==> config.mk <==
export PLATFORM = sky130hd
export DESIGN_NAME = cov_engine
export DESIGN_NICKNAME = d
export VERILOG_FILES = /design/src/rtl/cov_pkg.sv /design/src/rtl/cov_engine_seq_divider.sv /design/src/rtl/cov_engine.sv
export SDC_FILE = /design/constraint.sdc
export NUM_CORES = 1
export LEC_CHECK = 0
export CORE_UTILIZATION = 40
export CTS_BUF_LIST = sky130_fd_sc_hd__clkbuf_8
export CTS_CLUSTER_SIZE = 20
export DETAILED_ROUTE_END_ITERATION = 6
export GPL_TIMING_DRIVEN = 0
export PLACE_DENSITY_LB_ADDON = 0.25
export SETUP_SLACK_MARGIN = 0.3
export SLEW_MARGIN = 20
export SYNTH_ARGS = -nofsm -noshare
export SYNTH_HDL_FRONTEND = slang
export SYNTH_SLANG_ARGS = --single-unit
==> constraint.sdc <==
create_clock -name Clk -period 8.6 [get_ports Clk]
set_input_delay 1.72 -clock Clk [delete_from_list [all_inputs] [get_ports Clk]]
set_output_delay 1.72 -clock Clk [all_outputs]
set_load 0.03 [all_outputs]
==> src/rtl/cov_pkg.sv <==
// Shared types and constants for the covariance engine: FSM state encoding,
// memory layout offsets and the result-width helper.
package cov_pkg;

    typedef enum logic [3:0] {
        S_IDLE  = 4'd0,
        S_RD_N  = 4'd1,
        S_ACC_X = 4'd2,
        S_DIV_X = 4'd3,
        S_ACC_Y = 4'd4,
        S_DIV_Y = 4'd5,
        S_ACC_C = 4'd6,
        S_DIV_C = 4'd7,
        S_WR_HI = 4'd8,
        S_WR_LO = 4'd9,
        S_WR_XH = 4'd10,
        S_WR_XL = 4'd11,
        S_WR_YH = 4'd12,
        S_WR_YL = 4'd13,
        S_DONE  = 4'd14
    } state_e;

    localparam int N_ADDR     = 0;
    localparam int RES_HI_OFS = 1;
    localparam int RES_LO_OFS = 2;
    localparam int MEAN_OFS   = 3;

    function automatic int calc_rw(input int dw, input int frac);
        return dw + frac;
    endfunction

endpackage

==> src/rtl/cov_engine_seq_divider.sv <==
// Restoring divider, RW-bit dividend by DVW-bit divisor, one quotient bit per
// cycle, with an optional sign-magnitude wrapper around the unsigned core.
module seq_divider #(
    parameter int RW  = 16,
    parameter int DVW = 8
) (
    input  logic          clk,
    input  logic          rst_n,
    input  logic          start_i,
    input  logic          signed_i,
    input  logic [RW-1:0] dividend_i,
    input  logic [DVW-1:0] divisor_i,
    output logic          done_o,
    output logic [RW-1:0] quotient_o
);

    localparam int CW = $clog2(RW);

    logic [RW-1:0]  quo_q;
    logic [DVW-1:0] rem_q;
    logic [DVW-1:0] dvs_q;
    logic [CW-1:0]  cnt_q;
    logic           neg_q;
    logic           busy_q;
    logic           done_q;
    logic [RW-1:0]  res_q;

    logic [DVW:0]   rem_sh_s;
    logic           ge_s;
    logic [DVW-1:0] rem_nx_s;
    logic [RW-1:0]  quo_nx_s;

    // One restoring step: shift in the next dividend bit, subtract if it fits.
    always_comb begin
        rem_sh_s = {rem_q, quo_q[RW-1]};
        ge_s     = (rem_sh_s >= {1'b0, dvs_q});
        if (ge_s) begin
            rem_nx_s = DVW'(rem_sh_s - {1'b0, dvs_q});
        end else begin
            rem_nx_s = rem_sh_s[DVW-1:0];
        end
        quo_nx_s = {quo_q[RW-2:0], ge_s};
    end

    // Iteration state; the magnitude is loaded on start and sign restored at the end.
    always_ff @(posedge clk or negedge rst_n) begin
        if (!rst_n) begin
            quo_q  <= '0;
            rem_q  <= '0;
            dvs_q  <= '0;
            cnt_q  <= '0;
            neg_q  <= 1'b0;
            busy_q <= 1'b0;
            done_q <= 1'b0;
            res_q  <= '0;
        end else if (start_i) begin
            busy_q <= 1'b1;
            done_q <= 1'b0;
            cnt_q  <= '0;
            rem_q  <= '0;
            dvs_q  <= divisor_i;
            neg_q  <= signed_i & dividend_i[RW-1];
            quo_q  <= (signed_i && dividend_i[RW-1]) ? (RW'(0) - dividend_i) : dividend_i;
        end else if (busy_q) begin
            rem_q <= rem_nx_s;
            quo_q <= quo_nx_s;
            cnt_q <= cnt_q + CW'(1);
            if (cnt_q == CW'(RW - 1)) begin
                busy_q <= 1'b0;
                done_q <= 1'b1;
                res_q  <= neg_q ? (RW'(0) - quo_nx_s) : quo_nx_s;
            end else begin
                done_q <= 1'b0;
            end
        end else begin
            done_q <= 1'b0;
        end
    end

    assign done_o     = done_q;
    assign quotient_o = res_q;

endmodule

==> src/rtl/cov_engine.sv <==
// Fixed-point covariance engine sharing one synchronous memory port with the CPU.
// Optional COV_MEAN_WB_EN also writes x_bar and y_bar after the result bytes.
module cov_engine
    import cov_pkg::*;
#(
    parameter int DW    = 8,
    parameter int FRAC  = 8,
    parameter int AW    = 10,
    parameter int MAX_N = 255
) (
    input  logic          Clk,
    input  logic          Reset_n,
    input  logic          Start,
    output logic          Ack,
    output logic [AW-1:0] Mem_Addr,
    output logic          Mem_Rd,
    input  logic [7:0]    Mem_RdData,
    output logic          Mem_Wr,
    output logic [7:0]    Mem_WrData,
    output logic          Busy
);

    localparam int RW = calc_rw(DW, FRAC);
    localparam int CW = $clog2(2 * MAX_N + 1);

    state_e        state_q, state_d;
    logic [7:0]    n_q, n_d;
    logic [CW-1:0] iss_q, iss_d, rcv_q, rcv_d;
    logic [RW-1:0] acc_q, acc_d, xbar_q, xbar_d, ybar_q, ybar_d, xs_q, xs_d;
    logic [7:0]    res_lo_q, res_lo_d, wrd_q, wrd_d;
    logic [AW-1:0] addr_q, addr_d;
    logic          ack_q, ack_d, rd_q, rd_d, wr_q, wr_d, busy_q, rvalid_q;

    logic              div_start_s, div_signed_s, div_done_s;
    logic [RW-1:0]     div_dividend_s, div_quo_s;
    logic [7:0]        n_rd_s;
    logic [RW-1:0]     samp_s, acc_add_s, acc_cov_s, cov_inc_s;
    logic signed [RW-1:0]   dx_s, dy_s;
    logic signed [2*RW-1:0] prod_s;
    logic [AW-1:0]     n_a_s, two_n_a_s, base_s, half_a_s;
    logic [CW-1:0]     n_c_s, two_n_c_s;

    assign n_rd_s    = (Mem_RdData > 8'(MAX_N)) ? 8'(MAX_N) : Mem_RdData;
    assign samp_s    = {DW'(Mem_RdData), {FRAC{1'b0}}};
    assign dx_s      = xs_q - xbar_q;
    assign dy_s      = samp_s - ybar_q;
    assign prod_s    = dx_s * dy_s;
    assign cov_inc_s = RW'(prod_s >>> FRAC);
    assign acc_add_s = acc_q + samp_s;
    assign acc_cov_s = acc_q + cov_inc_s;
    assign n_a_s     = AW'(n_q);
    assign two_n_a_s = AW'({n_q, 1'b0});
    assign half_a_s  = AW'(iss_q >> 1);
    assign n_c_s     = CW'(n_q);
    assign two_n_c_s = CW'({n_q, 1'b0});
    assign base_s    = (state_q == S_ACC_X) ? AW'(1) : (n_a_s + AW'(1));

    seq_divider #(.RW(RW), .DVW(8)) u_div (
        .clk        (Clk),
        .rst_n      (Reset_n),
        .start_i    (div_start_s),
        .signed_i   (div_signed_s),
        .dividend_i (div_dividend_s),
        .divisor_i  (n_q),
        .done_o     (div_done_s),
        .quotient_o (div_quo_s)
    );

    // Next-state, memory strobes and datapath updates.
    always_comb begin
        state_d = state_q;   n_d = n_q;       iss_d = iss_q;   rcv_d = rcv_q;
        acc_d = acc_q;       xbar_d = xbar_q; ybar_d = ybar_q; xs_d = xs_q;
        res_lo_d = res_lo_q; ack_d = ack_q;   addr_d = addr_q; wrd_d = wrd_q;
        rd_d = 1'b0;         wr_d = 1'b0;
        div_start_s = 1'b0;  div_signed_s = 1'b0; div_dividend_s = acc_q;
        case (state_q)
            S_IDLE, S_DONE: begin
                if (Start) begin
                    state_d = S_RD_N; rd_d = 1'b1; addr_d = AW'(N_ADDR); ack_d = 1'b0;
                    acc_d = '0; xbar_d = '0; ybar_d = '0; res_lo_d = 8'd0;
                end else begin
                    state_d = state_q;
                end
            end
            S_RD_N: begin
                if (rvalid_q) begin
                    n_d = n_rd_s;
                    if (n_rd_s == 8'd0) begin
                        state_d = S_WR_HI; wr_d = 1'b1;
                        addr_d = AW'(RES_HI_OFS); wrd_d = 8'd0;
                    end else begin
                        state_d = S_ACC_X; rd_d = 1'b1; addr_d = AW'(1);
                        iss_d = CW'(1); rcv_d = '0;
                    end
                end else begin
                    state_d = state_q;
                end
            end
            S_ACC_X, S_ACC_Y: begin
                if (iss_q < n_c_s) begin
                    rd_d = 1'b1; addr_d = base_s + AW'(iss_q); iss_d = iss_q + CW'(1);
                end else begin
                    rd_d = 1'b0;
                end
                if (rvalid_q) begin
                    acc_d = acc_add_s; rcv_d = rcv_q + CW'(1);
                    if (rcv_q == n_c_s - CW'(1)) begin
                        state_d = (state_q == S_ACC_X) ? S_DIV_X : S_DIV_Y;
                        div_start_s = 1'b1; div_dividend_s = acc_add_s;
                    end else begin
                        state_d = state_q;
                    end
                end else begin
                    state_d = state_q;
                end
            end
            S_DIV_X, S_DIV_Y: begin
                if (div_done_s) begin
                    rd_d = 1'b1; iss_d = CW'(1); rcv_d = '0; acc_d = '0;
                    if (state_q == S_DIV_X) begin
                        xbar_d = div_quo_s; state_d = S_ACC_Y; addr_d = n_a_s + AW'(1);
                    end else begin
                        ybar_d = div_quo_s; state_d = S_ACC_C; addr_d = AW'(1);
                    end
                end else begin
                    state_d = state_q;
                end
            end
            // Interleaved X_i, Y_i reads; even receive index is X, odd is Y.
            S_ACC_C: begin
                if (iss_q < two_n_c_s) begin
                    rd_d = 1'b1; iss_d = iss_q + CW'(1);
                    addr_d = iss_q[0] ? (n_a_s + AW'(1) + half_a_s) : (AW'(1) + half_a_s);
                end else begin
                    rd_d = 1'b0;
                end
                if (rvalid_q) begin
                    rcv_d = rcv_q + CW'(1);
                    if (!rcv_q[0]) begin
                        xs_d = samp_s;
                    end else begin
                        acc_d = acc_cov_s;
                        if (rcv_q == two_n_c_s - CW'(1)) begin
                            state_d = S_DIV_C; div_start_s = 1'b1;
                            div_signed_s = 1'b1; div_dividend_s = acc_cov_s;
                        end else begin
                            state_d = state_q;
                        end
                    end
                end else begin
                    state_d = state_q;
                end
            end
            S_DIV_C: begin
                if (div_done_s) begin
                    state_d = S_WR_HI; wr_d = 1'b1; res_lo_d = div_quo_s[7:0];
                    addr_d = two_n_a_s + AW'(RES_HI_OFS); wrd_d = div_quo_s[RW-1 -: 8];
                end else begin
                    state_d = state_q;
                end
            end
            S_WR_HI: begin
                state_d = S_WR_LO; wr_d = 1'b1;
                addr_d = two_n_a_s + AW'(RES_LO_OFS); wrd_d = res_lo_q;
            end
`ifdef COV_MEAN_WB_EN
            S_WR_LO: begin
                state_d = S_WR_XH; wr_d = 1'b1;
                addr_d = two_n_a_s + AW'(MEAN_OFS); wrd_d = xbar_q[RW-1 -: 8];
            end
            S_WR_XH: begin
                state_d = S_WR_XL; wr_d = 1'b1;
                addr_d = two_n_a_s + AW'(MEAN_OFS + 1); wrd_d = xbar_q[7:0];
            end
            S_WR_XL: begin
                state_d = S_WR_YH; wr_d = 1'b1;
                addr_d = two_n_a_s + AW'(MEAN_OFS + 2); wrd_d = ybar_q[RW-1 -: 8];
            end
            S_WR_YH: begin
                state_d = S_WR_YL; wr_d = 1'b1;
                addr_d = two_n_a_s + AW'(MEAN_OFS + 3); wrd_d = ybar_q[7:0];
            end
            S_WR_YL: begin
                state_d = S_DONE; ack_d = 1'b1;
            end
`else
            S_WR_LO: begin
                state_d = S_DONE; ack_d = 1'b1;
            end
`endif
            default: begin
                state_d = S_IDLE;
            end
        endcase
    end

    // State and registered outputs; reset aborts any run in flight.
    always_ff @(posedge Clk or negedge Reset_n) begin
        if (!Reset_n) begin
            state_q <= S_IDLE; n_q <= 8'd0; iss_q <= '0; rcv_q <= '0;
            acc_q <= '0; xbar_q <= '0; ybar_q <= '0; xs_q <= '0;
            res_lo_q <= 8'd0; wrd_q <= 8'd0; addr_q <= '0;
            ack_q <= 1'b0; rd_q <= 1'b0; wr_q <= 1'b0; busy_q <= 1'b0; rvalid_q <= 1'b0;
        end else begin
            state_q <= state_d; n_q <= n_d; iss_q <= iss_d; rcv_q <= rcv_d;
            acc_q <= acc_d; xbar_q <= xbar_d; ybar_q <= ybar_d; xs_q <= xs_d;
            res_lo_q <= res_lo_d; wrd_q <= wrd_d; addr_q <= addr_d;
            ack_q <= ack_d; rd_q <= rd_d; wr_q <= wr_d; rvalid_q <= rd_q;
            busy_q <= !((state_d == S_IDLE) || (state_d == S_DONE));
        end
    end

    assign Ack        = ack_q;
    assign Busy       = busy_q;
    assign Mem_Rd     = rd_q;
    assign Mem_Wr     = wr_q;
    assign Mem_Addr   = addr_q;
    assign Mem_WrData = wrd_q;

endmodule
==> results of run 1 <==
==> where the power goes <==
group          total (mW)  internal [mW]  switching, mW
combinational        2.10          0.992           1.11
sequential          0.918          0.851         0.0669
clock               0.588          0.253          0.335
==> worst max-delay path: cells and delay by family <==
family	cells	cell delay, ns
simple gates	6	0.95
xor+xnor	4	0.60
buf+inv	7	0.74
compound gates	11	2.36
fa+ha+maj	9	3.91
==> cells in the mapped netlist (5+ instances only) <==
cell,instances
o22ai_1,8
nand2_1,306
nor3b_1,5
ha_1,156
o211a_1,5
a21boi_0,5
fa_1,191
a221oi_1,5
nor4_1,6
xor2_1,54
buf_2,8
nand3_1,32
o211ai_1,12
o31ai_1,8
a21oi_1,97
dfrtp_1,172
mux2_2,21
xnor2_1,113
o31a_1,5
nand4_1,17
o21bai_1,14
nor3_1,38
nor2_1,212
o21ai_0,158
a211oi_1,18
nand2b_1,15
clkbuf_1,79
and3_1,16
a21o_1,32
o21a_1,18
xnor3_1,9
a22oi_1,7
inv_1,318
a22o_1,8
or3_1,7
mux2i_1,23
a31oi_1,6
and2_1,31
nor2b_1,20
==> state kept, by name (all words and copies together) (netlist names), 4 cells and up <==
| signal | cells |
|---|---|
| Mem_Addr | 10 |
| Mem_WrData | 8 |
| acc_q | 16 |
| iss_q | 9 |
| n_q | 8 |
| rcv_q | 9 |
| res_lo_q | 8 |
| state_q | 4 |
| u_div.cnt_q | 4 |
| u_div.dvs_q | 8 |
| u_div.quo_q | 16 |
| u_div.quotient_o | 16 |
| u_div.rem_q | 8 |
| xbar_q | 16 |
| xs_q | 8 |
| ybar_q | 16 |
==> metal layers <==
| metal | part of all wire, % | wire [um] | vias to the layer above | GRT usage (%) |
|---|---|---|---|---|
| met5 | 0 | 0 | - | 0 |
| met2 | 47 | 28790 | 521 | 41.93 |
| met3 | 5.2 | 3147 | 150 | 3.697 |
| met4 | 4.4 | 2704 | 0 | 10.82 |
| met1 | 43 | 26280 | 8445 | 32.48 |
| li1 | - | - | 7844 | - |
==> through the flow <==
stage	total power, mW	setup WS, ns	hold slack (ns)	std cells	setup TNS, ns
finish	3.609	-1.298	0.4639	3119	-21.94
detailed placement	2.608	-3.353	0.4287	3022	-72.71
global placement	2.577	-3.238	0.4283	3019	-330.58
floorplan	2.183	-0.7273	0.4447	2323	-9.996
global route	3.835	-1.572	0.4664	3118	-27.07
CTS	3.505	-1.048	0.4746	3106	-17.47
==> repair_timing <==
item | in CTS | in global routing
pin swaps | 57 | 51
resized for setup | 140 | 67
endpoints found under the setup margin | 33 | 26
cloned | 1 | 0
buffers inserted | 51 | 12
==> cell type report <==
class | count | area (um2)
fill | 4678 | 25820
multi-input combinational | 1741 | 15000
sequential | 172 | 4305
inverter | 319 | 1199
timing repair buffer | 99 | 947.2
tap | 664 | 830.8
buffer | 91 | 451.7
clock buffer | 20 | 275.3
clock inverter | 12 | 116.4
antenna | 1 | 2.502
==> placed cells by master (no fill, tap or decap), types with 20 or more instances in the layout <==
cell / count
mux2i_1: 22
nand3_1: 32
nor3_1: 33
dfrtp_1: 171
xor2_1: 39
clkdlybuf4s50_1: 24
and2_1: 31
ha_1: 139
nor2_1: 204
xnor2_1: 93
a21o_1: 32
inv_1: 313
mux2_2: 20
nand2_1: 301
clkbuf_1: 66
clkbuf_8: 22
fa_1: 188
a21oi_1: 81
o21ai_0: 148
buf_4: 51
==> cell families after synthesis <==
kind of cell	after synthesis
AND/OR/NAND/NOR	727
buffers and inverters	410
multiplexers	44
AO/OA/AOI/OAI	445
adder cells (fa/ha/maj)	347
flip-flops	172
XOR/XNOR	178
==> worst min-delay path by stage <==
stage | end | slack (ns) | start | depth (start not counted)
5_1_grt | rvalid_q | 0.47 | Mem_Rd | 0
6_report | rvalid_q | 0.46 | Mem_Rd | 0
2_1_floorplan | res_lo_q[0] | 0.44 | res_lo_q[0] | 2
4_1_cts | rvalid_q | 0.47 | Mem_Rd | 0
3_3_place_gp | rvalid_q | 0.43 | Mem_Rd | 0
3_5_place_dp | rvalid_q | 0.43 | Mem_Rd | 0
==> impl_metrics.ini, run 1 <==
[layout]
syn2layout_area_growth_pct = 16.61
layout.nets = 2799
final_core_util_pct = 47.26
final_area_um2 = 23130
drive_gt1_share_pct = 12.14

[floorplanning]
die_w_um = 224.7
rows = 81
start_util_pct = 40.53
coreArea_um2 = 48950
ios = 33
die-area_um2 = 50490
die-height_um = 224.7

[drt]
first_pass_iters = 5
route.detailed.wl_per_inst_um = 19.54
num_vias = 16960
drc = 0
ant_nets = 0
avgViaCountPerCell = 5.438
drt_iter0_drc = 1042
wl_mm = 60.93

[outcome]
violations = setup timing
status = complete, but fails checks

[yosys]
seq_area_frac_synth_pct = 21.70
ys_ff_latch = 172
synth_top_area_share_pct = 21.70
synthMuxAreaShare_pct = 2.353
synth_flop_cell = dfrtp_1
synth_top_family_by_area = adder cells
syn_avg_cell_area_um2 = 8.540
synth_adder_area_share_pct = 29.11
synth_edf_count = 0
synth-simple-area-share_pct = 16.34
yosys_warnings = 0
synth_compound_area_share_pct = 14.02
syn_area_um2 = 19840
synthXorXnorAreaFrac_pct = 8.597
synthArstFlopShare_pct = 100.0
syn-instance-count = 2323
ys_top_cells_by_area = dfrtp_1 (22%), fa_1 (19%), ha_1 (9.8%)
synth_top_area_cell = dfrtp_1
synth_cell_types = 79
syn-num-nets = 2681

[setup_path]
worst-setup-path-type = input pin to flop
cp-end-kind = flop
crit_slowest_cell = fa_1
cp_data_arrival_time_ns = 10.31
rr_endpoint = u_div.quo_q[14]
max_stage_delay_ns = 0.56
start_kind = input pin
startpoint = Mem_RdData[1]
cpMostUsedCell = fa_1
crit_path_max_fanout = 6
endpoint = u_div.quo_q[14]
cp_data_required_time_ns = 9.01
r2r_setup_slack_ns = -1.01
r2r-start = xbar_q[10]
r2r_cells = 41

[sta]
worst_slack_ns = -1.298
max_freq_mhz = 101.0
finalSetupViolCount = 22
post-route-period-util_pct = 115.1
grt_setup_unrepaired = true
finClkSkew_ns = 0.02287
hold_viol = 0
maxSlewViolCount = 0
relSlewSlack_pct = 28.77
tightest_slew_ns = 1.060
min_period_ns = 9.898

[pwr]
p_leak_nw = 10.62
pwr_density_cell_nw_per_um2 = 156.0
peakVddDrop_v = 0.0002676

[placed_design]
io_buffer_count = 32
gp_congestion = 0.9242
hpwl_mm = 47.85
placedInstanceArea_um2 = 21350

[clock_network]
clockBufferDepth = 2
cts_tree = done
clock-sinks = 172
path_clk_slew_ns = 0.10
clk_latency_ns = 0.53
cts-htree-levels = 4
cts_hold_buf = 0
numCtsBuffers = 17
cts-root-buf = clkbuf_8

[global_route]
grt_pass1_vias = 17510
grt_pass1_wl_mm = 97.99
antenna_found_initial = 0
grt_overflow_total = 0
grt_max_degree = 81
grt_usage_pct = 25.15

[flow_run]
maxCapViolCount = 0

[worst_hold_path]
hold_path.class = flop to flop
No activity file was read; power rests on OpenSTA's default activity.
==> run 2: changes to the inputs <==
- CORE_MARGIN: default -> 2
==> impl_metrics.ini, run 2 (synthesis results as in run 1) <==
[setup_path]
worst-setup-path-type = input pin to flop
cp_top_family = adder cells
max_stage_delay_ns = 0.52
endpoint = u_div.quo_q[9]
crit_path_max_fanout = 4
cp-end-kind = flop
cp.depth = 45
rr_endpoint = u_div.quo_q[9]
r2r_cells = 41
cp_data_required_time_ns = 9.04
r2r_setup_slack_ns = -0.80
crit_buf_inv = 12
startpoint = Mem_RdData[3]
r2r-start = ybar_q[5]
crit_slowest_cell = fa_1
cp_data_arrival_time_ns = 10.05
start_kind = input pin
cpMostUsedCell = fa_1

[drt]
first_pass_iters = 5
num_vias = 16920
drc = 0
drt_iter0_drc = 1319
route.detailed.wl_per_inst_um = 19.39
wl_mm = 60.61
ant_nets = 0
avgViaCountPerCell = 5.415

[sta]
finClkSkew_ns = 0.01725
finalSetupViolCount = 22
relSlewSlack_pct = 25.49
grt_setup_unrepaired = true
max_freq_mhz = 104.0
min_period_ns = 9.613
worst_slack_ns = -1.013
maxSlewViolCount = 0
hold_viol = 0
post-route-period-util_pct = 111.8
tightest_slew_ns = 1.110

[placed_design]
io_buffer_count = 32
dp_cells = 3021
gp_congestion = 0.9236
pre_cts_slack_ns = -3.196
hpwl_mm = 47.65

[global_route]
grt_max_degree = 83
grt_usage_pct = 24.49
antenna_found_initial = 2
grt_pass1_wl_mm = 97.06
grt_pass1_vias = 17480
grt_overflow_total = 0

[layout]
layout.nets = 2804
stdcell_count = 3125
final_cell_mix = inv_1 (306), nand2_1 (299), nor2_1 (203)
n_fill_cell = 4682
layout_commonest_cell = inv_1
drive_gt1_share_pct = 13.05
syn2layout_area_growth_pct = 17.50

[pwr]
p_leak_nw = 10.68
pwr_density_cell_nw_per_um2 = 154.5
peakVddDrop_v = 0.0001840

[floorplanning]
rows = 81
die-height_um = 226.7
ios = 33
die_w_um = 226.7
coreArea_um2 = 48950
start_util_pct = 40.53
die-area_um2 = 51390

[clock_network]
cts_tree = done
clockBufferDepth = 2
cts-htree-levels = 4
clk_latency_ns = 0.51
cts_hold_buf = 0
clock-sinks = 172
path_clk_slew_ns = 0.11
cts-root-buf = clkbuf_8
numCtsBuffers = 17

[outcome]
status = complete, but fails checks
violations = setup timing

[worst_hold_path]
hold_path.class = flop to flop
hold_depth = 0

[flow_run]
maxCapViolCount = 0
==> run 2: cell types whose count changed in the layout (fill, tap and decap cells not counted), moves of 4 or more <==
cell | before | now
inv_2 | 6 | 12
inv_6 | 1 | 6
buf_6 | 15 | 8
buf_12 | 2 | 6
ha_1 | 139 | 135
buf_4 | 51 | 60
inv_1 | 313 | 306
==> run 2: worst reg2reg max path: cells and delay by family (launching register included) <==
kind                     cells  cell delay [ns]
buffers and inverters       10             1.05
flip-flops                   1             0.38
AO/OA/AOI/OAI               11             1.78
XOR/XNOR                     4             0.91
AND/OR/NAND/NOR              8             1.59
adder cells (fa/ha/maj)      8             3.64
==> run 2: where the power goes <==
| group | switching [mW] | leakage [nW] | total [mW] | internal [mW] |
|---|---|---|---|---|
| clock network | 0.350 | 0.197 | 0.599 | 0.248 |
| registers | 0.0680 | 2.09 | 0.919 | 0.851 |
| logic | 1.09 | 8.39 | 2.08 | 0.988 |
| total | 1.51 | 10.7 | 3.60 | 2.09 |
==> run 2: per-layer routing <==
layer / up-vias / part of all wire (%) / global-route usage, %
li1: 7851 / - / -
met1: 8424 / 43 / 31.93
met2: 512 / 48 / 41.01
met3: 132 / 5.3 / 3.499
met4: 2 / 4.0 / 9.614
met5: - / 0.023 / 0
==> run 2: layout make-up <==
type                            instances  area, um2  area share [%]
Multi-Input combinational cell       1741      15080           64.72
Sequential cell                       172       4305           18.47
Inverter                              319       1200           5.148
Timing Repair Buffer                  104       1017           4.364
Tap cell                              664      830.8           3.564
Buffer                                 91      469.2           2.013
Clock buffer                           18      247.7           1.063
Clock inverter                         14      148.9          0.6388
Antenna cell                            2      5.005         0.02147
==> run 2: timing repair <==
action / CTS / global route
setup endpoints to repair: 33 / 26
pin swaps: 49 / 71
setup buffers: 45 / 24
resized for setup: 127 / 107
cloned: 1 / 0
==> run 2: worst min-delay path by stage <==
stage | from | endpoint | slack [ns]
2_1_floorplan | res_lo_q[0] | res_lo_q[0] | 0.44
3_3_place_gp | Mem_Rd | rvalid_q | 0.43
3_5_place_dp | Mem_Rd | rvalid_q | 0.44
4_1_cts | Mem_Rd | rvalid_q | 0.46
5_1_grt | Mem_Rd | rvalid_q | 0.49
6_report | Mem_Rd | rvalid_q | 0.47
==> run 2: stage by stage <==
| stage | total power [mW] | utilization, % | area, um2 | hold slack [ns] | TNS (ns) |
|---|---|---|---|---|---|
| finish | 3.601 | 47.62 | 23310 | 0.4698 | -16.75 |
| global route | 3.844 | 47.61 | 23300 | 0.4908 | -21.92 |
| CTS | 3.508 | 46.24 | 22630 | 0.4647 | -16.99 |
| detailed placement | 2.605 | 43.60 | 21340 | 0.4405 | -71.66 |
| global placement | 2.574 | 43.42 | 21250 | 0.4291 | -313.70 |
| floorplan | 2.183 | - | 20100 | 0.4447 | -9.996 |
